`src/rtl/maxp_feeder_pkg.sv`:
```
// rtl/maxp_feeder_pkg.sv - shared widths, FSM encodings and pooled-grid helper for maxp_feeder (option: MAXP_PAD_EN)
package maxp_feeder_pkg;

    localparam int DATA_SIZE = 16;
    localparam int MEM_SIZE  = 10;
    localparam int DIM_SIZE  = 8;
    localparam int RD_LAT    = 1;

    localparam logic [1:0] ST_IDLE  = 2'd0;
    localparam logic [1:0] ST_RUN   = 2'd1;
    localparam logic [1:0] ST_DRAIN = 2'd2;
    localparam logic [1:0] ST_DONE  = 2'd3;

    // Pooled output extent for one map dimension (ceil when padding, floor otherwise).
    function automatic logic [DIM_SIZE-1:0] out_dim(input logic [DIM_SIZE-1:0] d);
`ifdef MAXP_PAD_EN
        return (d >> 1) + {{(DIM_SIZE-1){1'b0}}, d[0]};
`else
        return d >> 1;
`endif
    endfunction

endpackage

```
`src/rtl/maxp_addr_gen.sv`:
```
// rtl/maxp_addr_gen.sv - 2x2/stride-2 window walker: counters, read/output address accumulators, pad mask (option: MAXP_PAD_EN)
module maxp_addr_gen
    import maxp_feeder_pkg::*;
(
    input  logic                clk,
    input  logic                rst,
    input  logic                load,
    input  logic                step,
    input  logic [MEM_SIZE-1:0] cfg_in_base,
    input  logic [MEM_SIZE-1:0] cfg_out_base,
    input  logic [DIM_SIZE-1:0] cfg_w,
    input  logic [DIM_SIZE-1:0] cfg_h,
    output logic                zero_win,
    output logic [MEM_SIZE-1:0] ra,
    output logic [MEM_SIZE-1:0] wa,
    output logic                pad,
    output logic                last_elem,
    output logic                last_window
);

    logic [DIM_SIZE-1:0] ow, oh, ox, oy, w_q;
    logic [1:0]          elem;
    logic [MEM_SIZE-1:0] row_base, win_addr, out_addr;
    logic [MEM_SIZE-1:0] w_m, w2_m;
    logic                last_ox;

    assign zero_win    = (out_dim(cfg_w) == '0) || (out_dim(cfg_h) == '0);
    assign w_m         = MEM_SIZE'(w_q);
    assign w2_m        = MEM_SIZE'({w_q, 1'b0});
    assign last_ox     = (ox == ow - 1'b1);
    assign last_elem   = (elem == 2'd3);
    assign last_window = last_ox && (oy == oh - 1'b1);

    // Element offsets inside the window: +1 for the right column, +W for the lower row.
    assign ra = win_addr + (elem[1] ? w_m : '0) + MEM_SIZE'(elem[0]);
    assign wa = out_addr;

`ifdef MAXP_PAD_EN
    logic [DIM_SIZE-1:0] h_q;
    assign pad = ({ox, elem[0]} >= {1'b0, w_q}) || ({oy, elem[1]} >= {1'b0, h_q});
`else
    assign pad = 1'b0;
`endif

    // Load the walk at start, then advance one element per step; rows advance by 2W via adders.
    always_ff @(posedge clk) begin
        if (rst) begin
            ow       <= '0;
            oh       <= '0;
            ox       <= '0;
            oy       <= '0;
            w_q      <= '0;
            elem     <= '0;
            row_base <= '0;
            win_addr <= '0;
            out_addr <= '0;
        end else if (load) begin
            ow       <= out_dim(cfg_w);
            oh       <= out_dim(cfg_h);
            ox       <= '0;
            oy       <= '0;
            w_q      <= cfg_w;
            elem     <= '0;
            row_base <= cfg_in_base;
            win_addr <= cfg_in_base;
            out_addr <= cfg_out_base;
        end else if (step) begin
            if (!last_elem) begin
                elem <= elem + 1'b1;
            end else begin
                elem     <= '0;
                out_addr <= out_addr + 1'b1;
                if (last_ox) begin
                    ox       <= '0;
                    oy       <= oy + 1'b1;
                    row_base <= row_base + w2_m;
                    win_addr <= row_base + w2_m;
                end else begin
                    ox       <= ox + 1'b1;
                    win_addr <= win_addr + MEM_SIZE'(2);
                end
            end
        end
    end

`ifdef MAXP_PAD_EN
    // Map height is only needed to mask the padded bottom row.
    always_ff @(posedge clk) begin
        if (rst) begin
            h_q <= '0;
        end else if (load) begin
            h_q <= cfg_h;
        end
    end
`endif

endmodule

```
`src/rtl/maxp_feeder.sv`:
```
// rtl/maxp_feeder.sv - read-side front end for maxp_unit: FSM, read issue and data/sideband realignment (option: MAXP_PAD_EN)
module maxp_feeder
    import maxp_feeder_pkg::*;
(
    input  logic                 clk,
    input  logic                 rst,
    input  logic                 start,
    input  logic [MEM_SIZE-1:0]  cfg_in_base,
    input  logic [MEM_SIZE-1:0]  cfg_out_base,
    input  logic [DIM_SIZE-1:0]  cfg_w,
    input  logic [DIM_SIZE-1:0]  cfg_h,
    output logic                 busy,
    output logic                 done,
    output logic                 re,
    output logic [MEM_SIZE-1:0]  ra,
    input  logic [DATA_SIZE-1:0] rd,
    output logic                 pool_en,
    output logic                 pool_we,
    output logic [MEM_SIZE-1:0]  pool_wa,
    output logic [DATA_SIZE-1:0] pool_data
);

    logic [1:0]          state;
    logic                drain_cnt;
    logic                accept, running;
    logic                zero_win, gen_pad, last_elem, last_window;
    logic [MEM_SIZE-1:0] gen_ra, gen_wa;
    logic                s1_valid, s1_we, s1_pad;
    logic [MEM_SIZE-1:0] s1_wa;

    assign accept  = start && ((state == ST_IDLE) || (state == ST_DONE));
    assign running = (state == ST_RUN);
    assign busy    = running || (state == ST_DRAIN);
    assign done    = (state == ST_DONE);
    assign re      = running && !gen_pad;
    assign ra      = running ? gen_ra : '0;

    maxp_addr_gen u_addr_gen (
        .clk          (clk),
        .rst          (rst),
        .load         (accept),
        .step         (running),
        .cfg_in_base  (cfg_in_base),
        .cfg_out_base (cfg_out_base),
        .cfg_w        (cfg_w),
        .cfg_h        (cfg_h),
        .zero_win     (zero_win),
        .ra           (gen_ra),
        .wa           (gen_wa),
        .pad          (gen_pad),
        .last_elem    (last_elem),
        .last_window  (last_window)
    );

    // Run control: a start is taken in IDLE or in the DONE cycle; drain covers RAM latency plus output register.
    always_ff @(posedge clk) begin
        if (rst) begin
            state     <= ST_IDLE;
            drain_cnt <= 1'b0;
        end else begin
            case (state)
                ST_IDLE, ST_DONE: begin
                    if (accept) begin
                        state <= zero_win ? ST_DONE : ST_RUN;
                    end else begin
                        state <= ST_IDLE;
                    end
                end
                ST_RUN: begin
                    drain_cnt <= 1'b0;
                    if (last_elem && last_window) begin
                        state <= ST_DRAIN;
                    end
                end
                default: begin
                    if (drain_cnt == 1'(RD_LAT)) begin
                        state <= ST_DONE;
                    end else begin
                        drain_cnt <= drain_cnt + 1'b1;
                    end
                end
            endcase
        end
    end

    // Sideband travels through two registers so it lines up with the registered read data.
    always_ff @(posedge clk) begin
        if (rst) begin
            s1_valid  <= 1'b0;
            s1_we     <= 1'b0;
            s1_pad    <= 1'b0;
            s1_wa     <= '0;
            pool_en   <= 1'b0;
            pool_we   <= 1'b0;
            pool_wa   <= '0;
            pool_data <= '0;
        end else begin
            s1_valid  <= running;
            s1_we     <= running && last_elem;
            s1_pad    <= running && gen_pad;
            s1_wa     <= running ? gen_wa : '0;
            pool_en   <= s1_valid;
            pool_we   <= s1_we;
            pool_wa   <= s1_wa;
            pool_data <= (s1_valid && !s1_pad) ? rd : '0;
        end
    end

endmodule

```
`config.mk`:
```
export PLATFORM = sky130hd
export DESIGN_NAME = maxp_feeder
export DESIGN_NICKNAME = d
export VERILOG_FILES = /design/src/rtl/maxp_feeder_pkg.sv /design/src/rtl/maxp_addr_gen.sv /design/src/rtl/maxp_feeder.sv
export SDC_FILE = /design/constraint.sdc
export NUM_CORES = 1
export LEC_CHECK = 0
export BUFFER_PORTS_ARGS = -buffer_cell sky130_fd_sc_hd__buf_2
export CORE_MARGIN = 2
export CORE_UTILIZATION = 25
export DETAILED_ROUTE_END_ITERATION = 10
export PLACE_DENSITY_LB_ADDON = 0.3
export SLEW_MARGIN = 20
export SYNTH_ARGS = -nofsm -noshare
export SYNTH_HDL_FRONTEND = slang
export SYNTH_SLANG_ARGS = --single-unit
export TNS_END_PERCENT = 1
```
`constraint.sdc`:
```
create_clock -name clk -period 6.8 [get_ports clk]
set_clock_uncertainty 0.15 [all_clocks]
set_input_delay 0 -clock clk [delete_from_list [all_inputs] [get_ports clk]]
set_output_delay 0 -clock clk [all_outputs]
set_load 0.01 [all_outputs]
```
==> impl_metrics.csv, run 1 <==
group,metric,value,unit
yosys,synth_cell_type_count,63,
global_route,grt_max_degree,62,
clock_network,postCtsSetupBuffers,0,
floorplan,dieArea,0.02307,mm2
power,total_power,2035,uW
floorplan,io_pins,96,
routing,drtAntennaViolNets,0,
clock_network,cts_buffers,9,
finish,multi_input_area,0.003158,mm2
sta,fin_ws,3467,ps
finish,areaGrowthSynthToFinish,28.38,%
sta,timing.hold.ws,182.2,ps
sta,period_minus_slack,3333,ps
power,leakage,0.002912,uW
yosys,syn_area,0.005468,mm2
floorplan,die_y,151.9,um
finish,fin_util,32.47,%
routing,drt-total-wl,14450,um
yosys,avgSynthCellArea,8.570,um2
yosys,synth_area_leaders,"dfxtp_1 39%, ha_1 5.7%, nand2_1 4.8%",
clock_network,cts_tree,"yes",
yosys,synth_top_area_cell,"dfxtp_1",
placed_design,dp_slack,3464,ps
finish,fillers,2306,
yosys,ys_async_sr_fraction,0,%
floorplan,rows,54,
routing,drtIter0Drc,213,
placed_design,numPortBuffers,94,
power,ir_drop,0.0001202,V
routing,num_vias,4890,
sta,relSlewSlack,45.00,%
clock_network,htreeDepth,3,
routing,remaining_drc_errors,0,
routing,via_per_inst,4.644,
clock_network,clockBufferDepth,2,
yosys,yosysSeqAreaShare,38.81,%
finish,n_antenna_cell,0,
yosys,netlist.area_leader.share,38.81,%
yosys,synth_ff_type,"dfxtp_1",
yosys,syn-num-nets,721,
yosys,synth_seq_cells,106,
clock_network,clock-root-buffer,"clkbuf_16",
global_route,gr-usage-all-layers,12.69,%
floorplan,fp.dieW,151.9,um
finish,fin_nets,851,
routing,wire_per_inst,13.72,um
global_route,grt_pass1_vias,4799,
global_route,grt_remaining_overflow,0,
placed_design,hpwlAfterDp,10080,um
flow_run,drv_cap,0,
clock_network,cts.clk_slew.worst_paths,70,ps
sta,max_freq,0.3000,GHz
critical_path,path_max_fanout,15,
min_path,hold_path.class,"primary input to flip-flop",
finish,layout-drive-gt1-share,16.56,%
finish,final_common_cell,"dfxtp_1",
status,status,"complete, no violations",
sta,tightest_slew,823.2,ps
finish,regArea,0.002122,mm2
clock_network,clkLatencyLatePin,360,ps
critical_path,crit_type,"flip-flop to flip-flop",
sta,setup_violations,0,
sta,rsz0062_at_grt,"false",
floorplan,core,0.02162,mm2
yosys,synth_warnings,0,
sta,timing.final.crit_share,49.02,%
finish,final_cell_mix,"106 x dfxtp_1, 94 x buf_2, 69 x nand2_1",
clock_network,cts_sinks,106,
placed_design,gp_congestion,0.8017,
critical_path,startpoint_type,"flip-flop",
critical_path,critPathArrivalTime,3400,ps
critical_path,worstSetupEndpointType,"flip-flop",
sta,finalSetupTns,0,ps
critical_path,critPathRequiredTime,6860,ps
yosys,synth_edf_count,0,
yosys,syn_inst,638,
routing,dr.pass1.iters,4,
power,p_per_area,290.0,mW/mm2
floorplan,initial_core_util,25.29,%
global_route,antenna_found_initial,0,
sta,slew_violations,0,
sta,hold_violations,0,
global_route,grt_pass1_wl,24250,um
## cell type report
type,instances,area share [%]
timing repair buffer,151,14.65
sequential,106,30.23
clock inverter,6,1.123
tap,280,4.991
inverter,14,0.7487
multi-input combinational,486,44.99
clock buffer,10,3.262
## sequential cells by signal, summed over array words and instances, names as in the netlist, 2 cells and up
name,cells
pool_data,16
pool_wa,10
s1_wa,10
state,2
u_addr_gen.elem,2
u_addr_gen.oh,7
u_addr_gen.ox,8
u_addr_gen.oy,8
u_addr_gen.row_base,10
u_addr_gen.w_q,8
u_addr_gen.wa,10
u_addr_gen.win_addr,10
## where the power goes
part / internal [uW] / switching [uW]
sequential: 718 / 107
combinational: 285 / 380
clock: 294 / 251
total: 1300 / 738
## timing repair
item	4_1_cts	5_1_grt
hold endpoints to repair	66	0
hold buffers	52	0
endpoints found under the setup margin	0	0
resized for setup	0	0
## cell usage after synthesis (3+ instances only)
cell type  number
o211ai_1        3
nor2_1         62
clkbuf_1       22
nand2_1        70
nor3b_1         3
o21ai_0        17
nor4_1          7
dfxtp_1       106
buf_1           6
xnor2_1        25
and4_1          3
nand3b_1        3
ha_1           25
and3_1          3
mux2i_1        14
a31oi_1         9
nor3_1         21
o21a_1          7
nand3_1        15
a21oi_1        35
xor2_1         23
a41o_1          4
nand2b_1        4
a211oi_1       23
and2_1         38
or3_1           6
fa_1            3
inv_1          14
nor2b_1        15
nand4_1         9
## worst max-delay path, cell delays in order (launching register included)
cell	delay [ps]
dfxtp_1	550
inv_1	80
ha_1	270
xor2_1	160
nor2_1	100
a211oi_1	70
or4_4	600
nor3_4	560
buf_4	340
mux2i_1	220
a211oi_1	80
## final timing paths
check,cells after the start,slack [ps],from,to
min reg2reg,1,290,s1_wa[7],pool_wa[7]
max,10,3470,u_addr_gen.w_q[1],u_addr_gen.win_addr[0]
max reg2reg,10,3470,u_addr_gen.w_q[1],u_addr_gen.win_addr[0]
min,5,180,start,u_addr_gen.oh[4]
## per-layer routing
layer  share of wire (%)  GRT usage (%)
met5                   0              0
met4                 1.2          3.204
met3                 4.7          3.023
met1                  51          17.54
met2                  43          19.95
## per-stage QoR
step	cells	instance area, um2
finish	1053	7019
global route	1053	7019
CTS	1053	7019
detailed placement	985	6191
global placement	985	6191
floorplan	638	5468
## logic make-up (layout without fill, tap and decap cells)
group / Yosys count / after routing / synth area share (%)
adders and majority gates: 28 / 28 / 6.819
AOI/OAI and AO/OA: 122 / 122 / 14.85
xor gates and xnor gates: 48 / 48 / 7.689
DFF: 106 / 106 / 38.81
and+or+nand+nor: 273 / 273 / 25.58
buffers and inverters: 46 / 181 / 3.478
muxes: 15 / 15 / 2.769
(Power assumes the default switching activity.)
==> run 2, diff against run 1 <==
--- a/config.mk
+++ b/config.mk
@@ -5,6 +5,7 @@
 export SDC_FILE = /design/constraint.sdc
 export NUM_CORES = 1
 export LEC_CHECK = 0
+export ABC_AREA = 1
 export BUFFER_PORTS_ARGS = -buffer_cell sky130_fd_sc_hd__buf_2
 export CORE_MARGIN = 2
 export CORE_UTILIZATION = 25
==> constraint.sdc (replaced) <==
create_clock -name clk -period 3.1 [get_ports clk]
set_clock_uncertainty 0.15 [all_clocks]
set_input_delay 0 -clock clk [delete_from_list [all_inputs] [get_ports clk]]
set_output_delay 0 -clock clk [all_outputs]
set_load 0.01 [all_outputs]
==> impl_metrics.csv, run 2 <==
group,metric,value,unit
critical_path,r2r_cells,14,
critical_path,critPathRequiredTime,2950,ps
global_route,grt_remaining_overflow,0,
sta,relSlewSlack,58.14,%
global_route,gr-usage-all-layers,13.61,%
finish,layout-drive-gt1-share,13.79,%
placed_design,postPlaceCellArea,0.006579,mm2
critical_path,path_max_fanout,10,
placed_design,dp_slack,463.9,ps
floorplan,core,0.02264,mm2
sta,rsz0062_at_grt,"false",
sta,finalSetupTns,0,ps
yosys,ys_async_sr_fraction,0,%
yosys,synth_ff_type,"dfxtp_1",
clock_network,clkLatencyLatePin,360,ps
routing,drtIter0Drc,230,
yosys,syn_area,0.005783,mm2
routing,num_vias,5680,
yosys,netlist.area_leader.share,36.69,%
flow_run,drv_cap,0,
finish,stdcell_area,0.007436,mm2
finish,fillers,2439,
floorplan,dieArea,0.02436,mm2
yosys,synth_common_cells,"182 x nand2_1, 124 x inv_1, 106 x dfxtp_1",
routing,remaining_drc_errors,0,
finish,areaGrowthSynthToFinish,28.58,%
yosys,synth_cell_type_count,38,
critical_path,crit_type,"flip-flop to primary output",
global_route,antenna_found_initial,0,
sta,fin_ws,244.2,ps
critical_path,worstSetupEndpointType,"primary output",
routing,wire_per_inst,12.62,um
yosys,synth_area_leaders,"dfxtp_1 37%, nand2_1 12%, inv_1 8.0%",
placed_design,hpwlAfterDp,11440,um
floorplan,rows,55,
sta,setup_violations,0,
finish,fin_nets,1079,
finish,final_common_cell,"nand2_1",
placed_design,numPortBuffers,94,
clock_network,cts.clk_slew.worst_paths,80,ps
clock_network,cts_sinks,106,
sta,tightest_slew,626.4,ps
yosys,synth_warnings,0,
min_path,hold_path.class,"primary input to flip-flop",
clock_network,cts_tree,"yes",
sta,slew_violations,0,
global_route,grt_max_degree,53,
yosys,synth_edf_count,0,
min_path,whs_path_depth,4,
yosys,syn-num-nets,933,
floorplan,io_pins,96,
critical_path,critPathArrivalTime,2710,ps
yosys,synth_top_area_cell,"dfxtp_1",
finish,final_cell_mix,"181 x nand2_1, 124 x inv_1, 106 x dfxtp_1",
yosys,synth_seq_cells,106,
yosys,syn_inst,850,
yosys,synth.most_common_cell,"nand2_1",
routing,dr.pass1.iters,4,
power,leakage,0.003498,uW
finish,regMostFlops,"pool_data",
sta,period_minus_slack,2856,ps
clock_network,cts_buffers,9,
sta,timing.final.crit_share,92.12,%
finish,largest_reg_flops,16,
critical_path,startpoint_type,"flip-flop",
power,ir_drop,0.0002619,V
clock_network,clock-root-buffer,"clkbuf_16",
floorplan,fp.dieW,156.1,um
yosys,yosysSeqAreaShare,36.69,%
routing,drt-total-wl,16230,um
routing,via_per_inst,4.417,
floorplan,initial_core_util,25.54,%
status,status,"complete, no violations",
clock_network,clockBufferDepth,2,
clock_network,htreeDepth,3,
routing,drtAntennaViolNets,0,
yosys,avgSynthCellArea,6.804,um2
sta,max_freq,0.3502,GHz
finish,n_antenna_cell,0,
floorplan,die_y,156.1,um
sta,hold_violations,0,
global_route,grt_pass1_vias,5342,
global_route,grt_pass1_wl,26360,um
placed_design,gp_congestion,0.8517,
power,p_per_area,675.5,mW/mm2
==> run 2: routing by layer <==
metal  up-vias  track usage, %  wire length (um)
li1       3002               -                 -
met1      2590           16.89              7621
met2        73           23.91              7886
met3        15           2.750               523
met4         0           3.757               197
met5         -               0                 0
==> run 2: final timing paths <==
kind | start | end | slack, ps
worst min-delay path | rd[15] | pool_data[15] | 240
worst max-delay path | u_addr_gen.elem[1] | ra[6] | 240
worst min register to register | s1_we | pool_we | 250
worst max register to register | u_addr_gen.w_q[1] | u_addr_gen.win_addr[0] | 430
==> run 2: area by class of cell <==
type / instances / area [um2] / share of cell area (%)
multi-input combinational: 590 / 3069 / 41.28
sequential: 106 / 2122 / 28.54
timing repair buffer: 159 / 1114 / 14.98
inverter: 130 / 488.0 / 6.562
tap: 285 / 356.6 / 4.796
clock buffer: 9 / 225.2 / 3.029
clock inverter: 7 / 61.31 / 0.8245
==> run 2: critical path: stages, from the launching register on <==
cell and delay (ps):
dfxtp_1 520, nand2_1 120, fa_1 430, fa_1 430, nor2_1 110, o21ai_0 90, nand2_1 130, nand2_1 60
nand2_1 60, a21oi_1 70, o21ai_0 150, a21oi_1 50, buf_2 130
==> run 2: cell families after synthesis <==
| family | share of synthesized area, % |
|---|---|
| DFF | 36.69 |
| AOI/OAI and AO/OA | 12.92 |
| adders and majority gates | 6.447 |
| and+or+nand+nor | 28.56 |
| xor gates and xnor gates | 5.106 |
| buffers and inverters | 10.28 |
==> run 2: repair_timing <==
| action | CTS | global route |
|---|---|---|
| hold endpoints to repair | 62 | 0 |
| gates resized for setup | 0 | 0 |
| hold buffers | 57 | 0 |
| buffers inserted | 0 | 0 |
==> run 2: power breakdown <==
| group | internal [uW] | switching [uW] | total, uW |
|---|---|---|---|
| sequential | 1580 | 222 | 1800 |
| clock | 564 | 582 | 1150 |
| combinational | 782 | 1300 | 2080 |
==> run 2: through the flow <==
stage	cells	power [uW]	hold WS [ps]	util (%)
2_1_floorplan	850	3294	-37.78	-
3_3_place_gp	1213	3832	63.73	29.06
3_5_place_dp	1213	3840	69.63	29.06
4_1_cts	1286	5079	222.7	32.84
5_1_grt	1286	5473	241.1	32.84
6_report	1286	5023	243.0	32.84
==> run 3, diff against run 2 <==
--- a/config.mk
+++ b/config.mk
@@ -6,7 +6,9 @@
 export NUM_CORES = 1
 export LEC_CHECK = 0
 export ABC_AREA = 1
-export BUFFER_PORTS_ARGS = -buffer_cell sky130_fd_sc_hd__buf_2
+export BUFFER_PORTS_ARGS = -buffer_cell sky130_fd_sc_hd__clkbuf_2
+export CELL_PAD_IN_SITES_DETAIL_PLACEMENT = 0
+export CELL_PAD_IN_SITES_GLOBAL_PLACEMENT = 1
 export CORE_MARGIN = 2
 export CORE_UTILIZATION = 25
 export DETAILED_ROUTE_END_ITERATION = 10
@@ -15,4 +17,4 @@
 export SYNTH_ARGS = -nofsm -noshare
 export SYNTH_HDL_FRONTEND = slang
 export SYNTH_SLANG_ARGS = --single-unit
-export TNS_END_PERCENT = 1
+export TNS_END_PERCENT = 20
==> impl_metrics.csv, run 3 (synthesis gave the netlist of run 2 again) <==
group,metric,value,unit
critical_path,slowest_stage,"dfxtp_1",
sta,rsz0062_at_grt,"false",
clock_network,clkLatencyLatePin,360,ps
sta,max_freq,0.3499,GHz
routing,dr_wl_met2,8068,um
routing,wl_met1,7738,um
min_path,whs_path_depth,6,
finish,areaGrowthSynthToFinish,29.51,%
flow_run,drv_cap,0,
global_route,gr-usage-all-layers,13.97,%
critical_path,startpoint,"u_addr_gen.elem[1]",
clock_network,cts_tree,"yes",
power,leakage,0.003501,uW
routing,wire_per_inst,12.73,um
critical_path,crit_type,"flip-flop to primary output",
routing,wl_met3,407,um
floorplan,core,0.02264,mm2
placed_design,hpwlAfterDp,11930,um
sta,setup_violations,0,
min_path,hold_path.class,"primary input to flip-flop",
global_route,grt_remaining_overflow,0,
finish,layout-drive-gt1-share,14.03,%
sta,relSlewSlack,62.81,%
floorplan,dieArea,0.02436,mm2
floorplan,io_pins,96,
clock_network,cts_buffers,9,
min_path,hp-start,"start",
critical_path,crit_buf_inv,1,
placed_design,numPortBuffers,94,
power,p_per_area,684.3,mW/mm2
min_path,whs_endpoint,"u_addr_gen.oy[1]",
routing,num_vias,5635,
critical_path,critPathArrivalTime,2710,ps
critical_path,startpoint_type,"flip-flop",
finish,final_common_cell,"nand2_1",
clock_network,clockBufferDepth,2,
floorplan,initial_core_util,25.54,%
finish,regMostFlops,"pool_data",
critical_path,rrSetupSlack,480,ps
power,ir_drop,0.0002378,V
sta,finalSetupTns,0,ps
global_route,grt_pass1_wl,27050,um
clock_network,clock-root-buffer,"clkbuf_16",
floorplan,rows,55,
critical_path,critPathRequiredTime,2950,ps
routing,drtIter0Drc,239,
global_route,antenna_found_initial,0,
critical_path,r2r_cells,14,
critical_path,path_max_fanout,10,
critical_path,cpPeakStageDelay,520,ps
finish,fin_nets,1083,
routing,highest_layer,"met4",
routing,drt-total-wl,16430,um
status,status,"complete, no violations",
global_route,grt_max_degree,35,
finish,fin_util,33.08,%
sta,tightest_slew,552.7,ps
critical_path,worstSetupEndpointType,"primary output",
placed_design,gp_congestion,0.7847,
critical_path,r2r_end,"u_addr_gen.win_addr[0]",
clock_network,postCtsSetupBuffers,0,
routing,dr.pass1.iters,4,
routing,remaining_drc_errors,0,
sta,slew_violations,0,
finish,largest_reg_flops,16,
sta,period_minus_slack,2858,ps
routing,via_per_inst,4.365,
finish,final_cell_mix,"181 x nand2_1, 124 x inv_1, 106 x dfxtp_1",
sta,hold_violations,0,
critical_path,critPathTopFamily,"adder cells",
clock_network,cts.clk_slew.worst_paths,80,ps
clock_network,htreeDepth,3,
global_route,grt_pass1_vias,5425,
critical_path,r2r-start,"u_addr_gen.w_q[1]",
floorplan,fp.dieW,156.1,um
floorplan,die_y,156.1,um
clock_network,cts_sinks,106,
critical_path,worstPathCellList,"nand2_1, fa_1, fa_1, nor2_1, o21ai_0, nand2_1, nand2_1, nand2_1, a21oi_1, o21ai_0, a21oi_1, clkbuf_2",
critical_path,crit_top_cell,"nand2_1",
sta,timing.final.crit_share,92.20,%
routing,drtAntennaViolNets,0,
-- run 3: worst max-delay path by stage --
stage | end | depth (start not counted)
global placement | u_addr_gen.win_addr[0] | 14
CTS | ra[6] | 12
floorplan | ra[6] | 11
finish | ra[6] | 12
detailed placement | u_addr_gen.win_addr[0] | 14
global route | ra[6] | 12
-- run 3: worst reg2reg max path, delay by kind of cell (launching register included) --
family,cells,cell delay (ps)
compound gates,2,270
fa+ha+maj,1,320
buf+inv,3,270
simple gates,8,1120
flops,1,440
-- run 3: repair_timing --
item | 4_1_cts | 5_1_grt
endpoints found under the hold margin | 65 | 0
setup endpoints to repair | 0 | 1
gates resized for setup | 0 | 1
hold buffers | 58 | 0
-- run 3: report_power, final --
group	total, uW	internal, uW	switching (uW)
sequential	1810	1580	234
clock	1240	651	590
combinational	2070	777	1300
-- run 3: cell type report --
class                           count  area, um2
Antenna cell                        1      2.502
Clock buffer                        9      225.2
Clock inverter                      7      92.59
Fill cell                        2471      15150
Inverter                          130      488.0
Multi-Input combinational cell    590       3069
Sequential cell                   106       2122
Tap cell                          285      356.6
Timing Repair Buffer              163       1134
-- run 3: metal layers --
| layer | global-route usage [%] | vias to the layer above |
|---|---|---|
| li1 | - | 3008 |
| met4 | 4.893 | 0 |
| met2 | 24.76 | 61 |
| met1 | 17.31 | 2554 |
| met3 | 1.944 | 12 |
| met5 | 0 | - |
-- run 3: through the flow --
| step | cells | worst slack (ps) | total power, uW | hold slack [ps] | area, um2 |
|---|---|---|---|---|---|
| 3_3_place_gp | 1216 | 500.6 | 3865 | 48.80 | 6589 |
| 6_report | 1291 | 241.8 | 5125 | 32.35 | 7490 |
| 5_1_grt | 1290 | 40.20 | 5599 | 83.82 | 7487 |
| 3_5_place_dp | 1216 | 450.5 | 3856 | 50.72 | 6589 |
| 4_1_cts | 1290 | 215.1 | 5213 | 26.14 | 7487 |
| 2_1_floorplan | 850 | 860.6 | 3294 | -37.78 | 5783 |
